--- src/rtl/iter_int_mul_param.sv ---
// Iterative shift-add multiplier, A_W x B_W -> A_W+B_W, signed or unsigned per request.
// Latency k+1 cycles (k = max(1, bit-length of |a|)); request is held off and the result holds until consumed.
module iter_int_mul_param #(
  parameter int A_W = 8,
  parameter int B_W = 32
) (
  input  logic                 clk,
  input  logic                 reset,
  input  logic                 req_val,
  output logic                 req_rdy,
  input  logic [A_W-1:0]       req_a,
  input  logic [B_W-1:0]       req_b,
  input  logic                 req_signed,
  output logic                 resp_val,
  input  logic                 resp_rdy,
  output logic [A_W+B_W-1:0]   resp_prod,
  output logic                 busy
);
  localparam int P_W = A_W + B_W;
  localparam int C_W = $clog2(A_W + 1);

  typedef enum logic [1:0] {IDLE, CALC, DONE} state_t;

  state_t           state_q, state_d;
  logic [A_W-1:0]   mag_a_q, mag_a_d;
  logic [P_W-1:0]   mag_b_q, mag_b_d;
  logic [P_W-1:0]   p_q, p_d;
  logic [P_W-1:0]   prod_q, prod_d;
  logic [C_W-1:0]   cnt_q, cnt_d;
  logic             neg_q, neg_d;
  logic [A_W-1:0]   abs_a;
  logic [B_W-1:0]   abs_b;

  always_comb begin
    state_d = state_q;
    mag_a_d = mag_a_q;
    mag_b_d = mag_b_q;
    p_d     = p_q;
    prod_d  = prod_q;
    cnt_d   = cnt_q;
    neg_d   = neg_q;
    // Most-negative inputs negate to themselves, which read unsigned is the right magnitude.
    abs_a   = (req_signed && req_a[A_W-1]) ? -req_a : req_a;
    abs_b   = (req_signed && req_b[B_W-1]) ? -req_b : req_b;
    case (state_q)
      IDLE: begin
        if (req_val) begin
          mag_a_d = abs_a;
          mag_b_d = P_W'(abs_b);
          neg_d   = req_signed & (req_a[A_W-1] ^ req_b[B_W-1]);
          p_d     = '0;
          cnt_d   = '0;
          state_d = CALC;
        end
      end
      CALC: begin
        if (mag_a_q[0]) p_d = p_q + mag_b_q;
        mag_a_d = mag_a_q >> 1;
        mag_b_d = mag_b_q << 1;
        cnt_d   = cnt_q + C_W'(1);
        if (mag_a_d == '0 || cnt_d == C_W'(A_W)) begin
          prod_d  = neg_q ? -p_d : p_d;
          state_d = DONE;
        end
      end
      DONE: begin
        if (resp_rdy) state_d = IDLE;
      end
      default: state_d = IDLE;
    endcase
  end

  always_ff @(posedge clk) begin
    if (reset) begin
      state_q <= IDLE;
      mag_a_q <= '0;
      mag_b_q <= '0;
      p_q     <= '0;
      prod_q  <= '0;
      cnt_q   <= '0;
      neg_q   <= 1'b0;
    end else begin
      state_q <= state_d;
      mag_a_q <= mag_a_d;
      mag_b_q <= mag_b_d;
      p_q     <= p_d;
      prod_q  <= prod_d;
      cnt_q   <= cnt_d;
      neg_q   <= neg_d;
    end
  end

  assign req_rdy   = (state_q == IDLE);
  assign busy      = (state_q != IDLE);
  assign resp_val  = (state_q == DONE);
  assign resp_prod = prod_q;
endmodule

--- config.mk ---
export PLATFORM = sky130hd
export DESIGN_NAME = iter_int_mul_param
export DESIGN_NICKNAME = d
export VERILOG_FILES = /design/src/rtl/iter_int_mul_param.sv
export SDC_FILE = /design/constraint.sdc
export NUM_CORES = 1
export LEC_CHECK = 0
export ABC_AREA = 1
export ABC_CLOCK_PERIOD_IN_PS = 3200
export CORE_ASPECT_RATIO = 1.5
export CORE_MARGIN = 10
export CORE_UTILIZATION = 30
export CTS_CLUSTER_DIAMETER = 60
export DETAILED_ROUTE_END_ITERATION = 6
export GPL_ROUTABILITY_DRIVEN = 1
export PLACE_DENSITY = 0.53
export SLEW_MARGIN = 15
export SYNTH_ARGS = -nofsm -noshare
export SYNTH_HDL_FRONTEND = slang
export SYNTH_SLANG_ARGS = --single-unit
--- constraint.sdc ---
create_clock -name clk -period 3.2 [get_ports clk]
set_input_delay 0.48 -clock clk [delete_from_list [all_inputs] [get_ports clk]]
set_output_delay 0.48 -clock clk [all_outputs]
set_load 0.1 [all_outputs]
==> impl_metrics.toml <==
[outcome]
status = "complete, but fails checks"
violations = "DRC"

[timing]
relSlewSlack_pct = 35.5
post-route-period-util_pct = 94.7
maxSlewViolCount = 0
min_period_ns = 3.03
rsz0062_at_grt = "yes"
fmax_mhz = 330
holdWs_ns = 0.471
hold_violations = 0
finalSetupTns_ns = 0
worst_pin_slew_ns = 0.968
fin_skew_ns = 0.00822
setup_viol = 0

[critical_path]
crit_chain = "ha_4 -> fa_1 -> buf_4 -> nor2_1 -> o21ai_2 -> nor3_2 -> inv_1 -> nor3_2 -> nand2_1 -> nor2_4 -> nand3_2 -> nor2_4 -> nand2_2 -> o21ai_1 -> o21ai_0 -> a21oi_1 -> nor2_1"
crit_fanout = 4
r2r_start = "mag_b_q[0]"
required_ns = 3.53
critPathCaptureType = "register"
critPathMaxStageDelay_ns = 0.39
crit_type = "register to register"
cp.arrival_ns = 3.36
crit_buf_inv = 2
critPathTopFamily = "simple AND/OR/NAND/NOR gates"
cpMaxStageDelayCell = "fa_1"
crit_start = "mag_b_q[0]"
crit_path_start_kind = "register"

[placement]
io_buffers = 87
gp_congestion = 0.950
dp_hpwl_mm = 28.0
postPlaceCellArea_um2 = 12100

[synth]
synth.net_count = 1879
synth.avg_cell_area_um2 = 5.94
synth_cell_types = 52
synthTopCellsByArea = "dfxtp_1, nand2_1, a21oi_1"
ys_warn_count = 0
ys_ff_latch = 135
yosysTopAreaCellShare_pct = 25.4
yosysSeqAreaShare_pct = 25.4
synthesis.area_um2 = 10600
yosys-top-cells-count = "nand2_1, inv_1, nor2_1"
syn_inst = 1790
synth_edf_count = 0
yosysTopAreaCell = "dfxtp_1"
synth_ff_type = "dfxtp_1"
yosysMostFrequentCell = "nand2_1"
synthArstFlopShare_pct = 0

[grt]
grt_max_degree = 91
grt_remaining_overflow = 0
grt_pass1_vias = 10983
antenna_found_initial = 0
grt_pass1_wl_mm = 57.0
gr-usage-all-layers_pct = 16.1

[floorplanning]
die_h_um = 251
rows = 84
ioPinCount = 88
core_um2 = 35000
dieArea_um2 = 43500
initial_core_util_pct = 30.4
die-width_um = 174

[cts]
htree_levels = 4
clock_latency_ns = 0.44
ctsHoldBuffers = 0
clock_sinks = 135
clkTransAtPathRegs_ns = 0.06
cts_tree = "done"
cts_buffers = 17
root_buffer = "clkbuf_16"
cts_buffer_depth = 2

[flow_run]
cap_violations = 0

[routing]
wl_per_cell_um = 14.9
drt_first_pass_iters = 7
ant_nets = 0
dr.first_iter.drc_count = 680
drt-total-wl_mm = 35.4
vias = 11547
vias_per_cell = 4.87
drc_errors = 2

[layout]
antenna_cells = 0
fin_area_um2 = 13000
layout-drive-gt1-share_pct = 14.8
final_nets = 1976
syn_to_final_growth_pct = 22.4

[min_path]
min_from = "cnt_q[3]"
hold_path_class = "register to register"

[pwr]
leakage_nw = 5.74
power_density_nw_per_um2 = 923
ir_drop_uv = 486
## cell families after synthesis
family	Yosys count	share of synthesized area, %
xor gates and xnor gates	22	1.81
buffers and inverters	253	9.22
AOI/OAI and AO/OA	322	16.6
adders and majority gates	44	5.25
DFF	135	25.4
and+or+nand+nor	1014	41.7
## through the flow
stage               utilization (%)  instances  setup slack (ns)  total power, mW
floorplan                         -       1790             0.320             7.75
global placement               34.6       2330            0.0170             9.70
detailed placement             34.6       2330            0.0113             9.74
CTS                            36.3       2362           0.00503             11.8
global route                   37.2       2373           -0.0122             12.9
finish                         37.2       2373             0.169             12.0
## placed cells by master, fill, tap and decap left out, types with 6 or more instances in the layout
cell type / count
nand3b_1: 15
nor3_1: 13
clkbuf_16: 17
nand2_1: 594
inv_2: 13
buf_4: 98
nand3_2: 12
a21oi_1: 140
a31oi_1: 50
nor2_4: 11
nand4_1: 18
clkdlybuf4s50_1: 43
nor3_2: 8
nand2_2: 24
nor2_2: 24
or2_2: 21
o21ai_0: 84
nor4_1: 7
ha_1: 31
xor2_1: 18
ha_2: 6
o21ai_1: 13
nor2_1: 135
inv_1: 173
dfxtp_1: 132
ha_4: 6
nand3_1: 121
## where the power goes
part	internal [mW]	switching (mW)	leakage, nW
Combinational	2.26	5.22	4.36
Sequential	2.13	0.402	1.10
Clock	1.17	0.818	0.272
## state kept, by name, indices dropped and copies added (netlist names)
register,cells
mag_b_q,40
p_q,40
resp_prod,40
mag_a_q,8
cnt_q,4
state_q,2
neg_q,1
## layout make-up
| class | count | area (µm²) |
|---|---|---|
| Timing Repair Buffer | 143 | 1210 |
| Inverter | 188 | 706 |
| Clock buffer | 19 | 443 |
| Fill cell | 3870 | 22000 |
| Tap cell | 473 | 592 |
| Clock inverter | 13 | 146 |
| Multi-Input combinational cell | 1402 | 7210 |
| Sequential cell | 135 | 2710 |
## what timing repair did
| item | CTS | global route |
|---|---|---|
| pin swaps | 0 | 15 |
| resized for setup | 1 | 59 |
| cloned | 0 | 0 |
| setup buffers | 0 | 11 |
| endpoints found under the setup margin | 1 | 23 |
## routing by layer
layer	wire length [µm]	up-vias	track usage, %
li1	-	6036	-
met1	15800	5214	19.1
met2	17000	226	27.3
met3	1250	71	2.48
met4	1460	0	8.50
met5	0	-	0
## path summary, 6_finish.rpt
path | endpoint | slack, ns | depth (start not counted)
worst max register to register | resp_prod[19] | 0.17 | 17
worst min register to register | cnt_q[3] | 0.47 | 2
worst min-delay path | cnt_q[3] | 0.47 | 2
worst max-delay path | resp_prod[19] | 0.17 | 17
## worst min-delay path: stages (launching register included)
cell     delay [ns]
dfxtp_1        0.32
nand2_1        0.06
a21oi_1        0.05
Power figures use the tool's default switching activity.
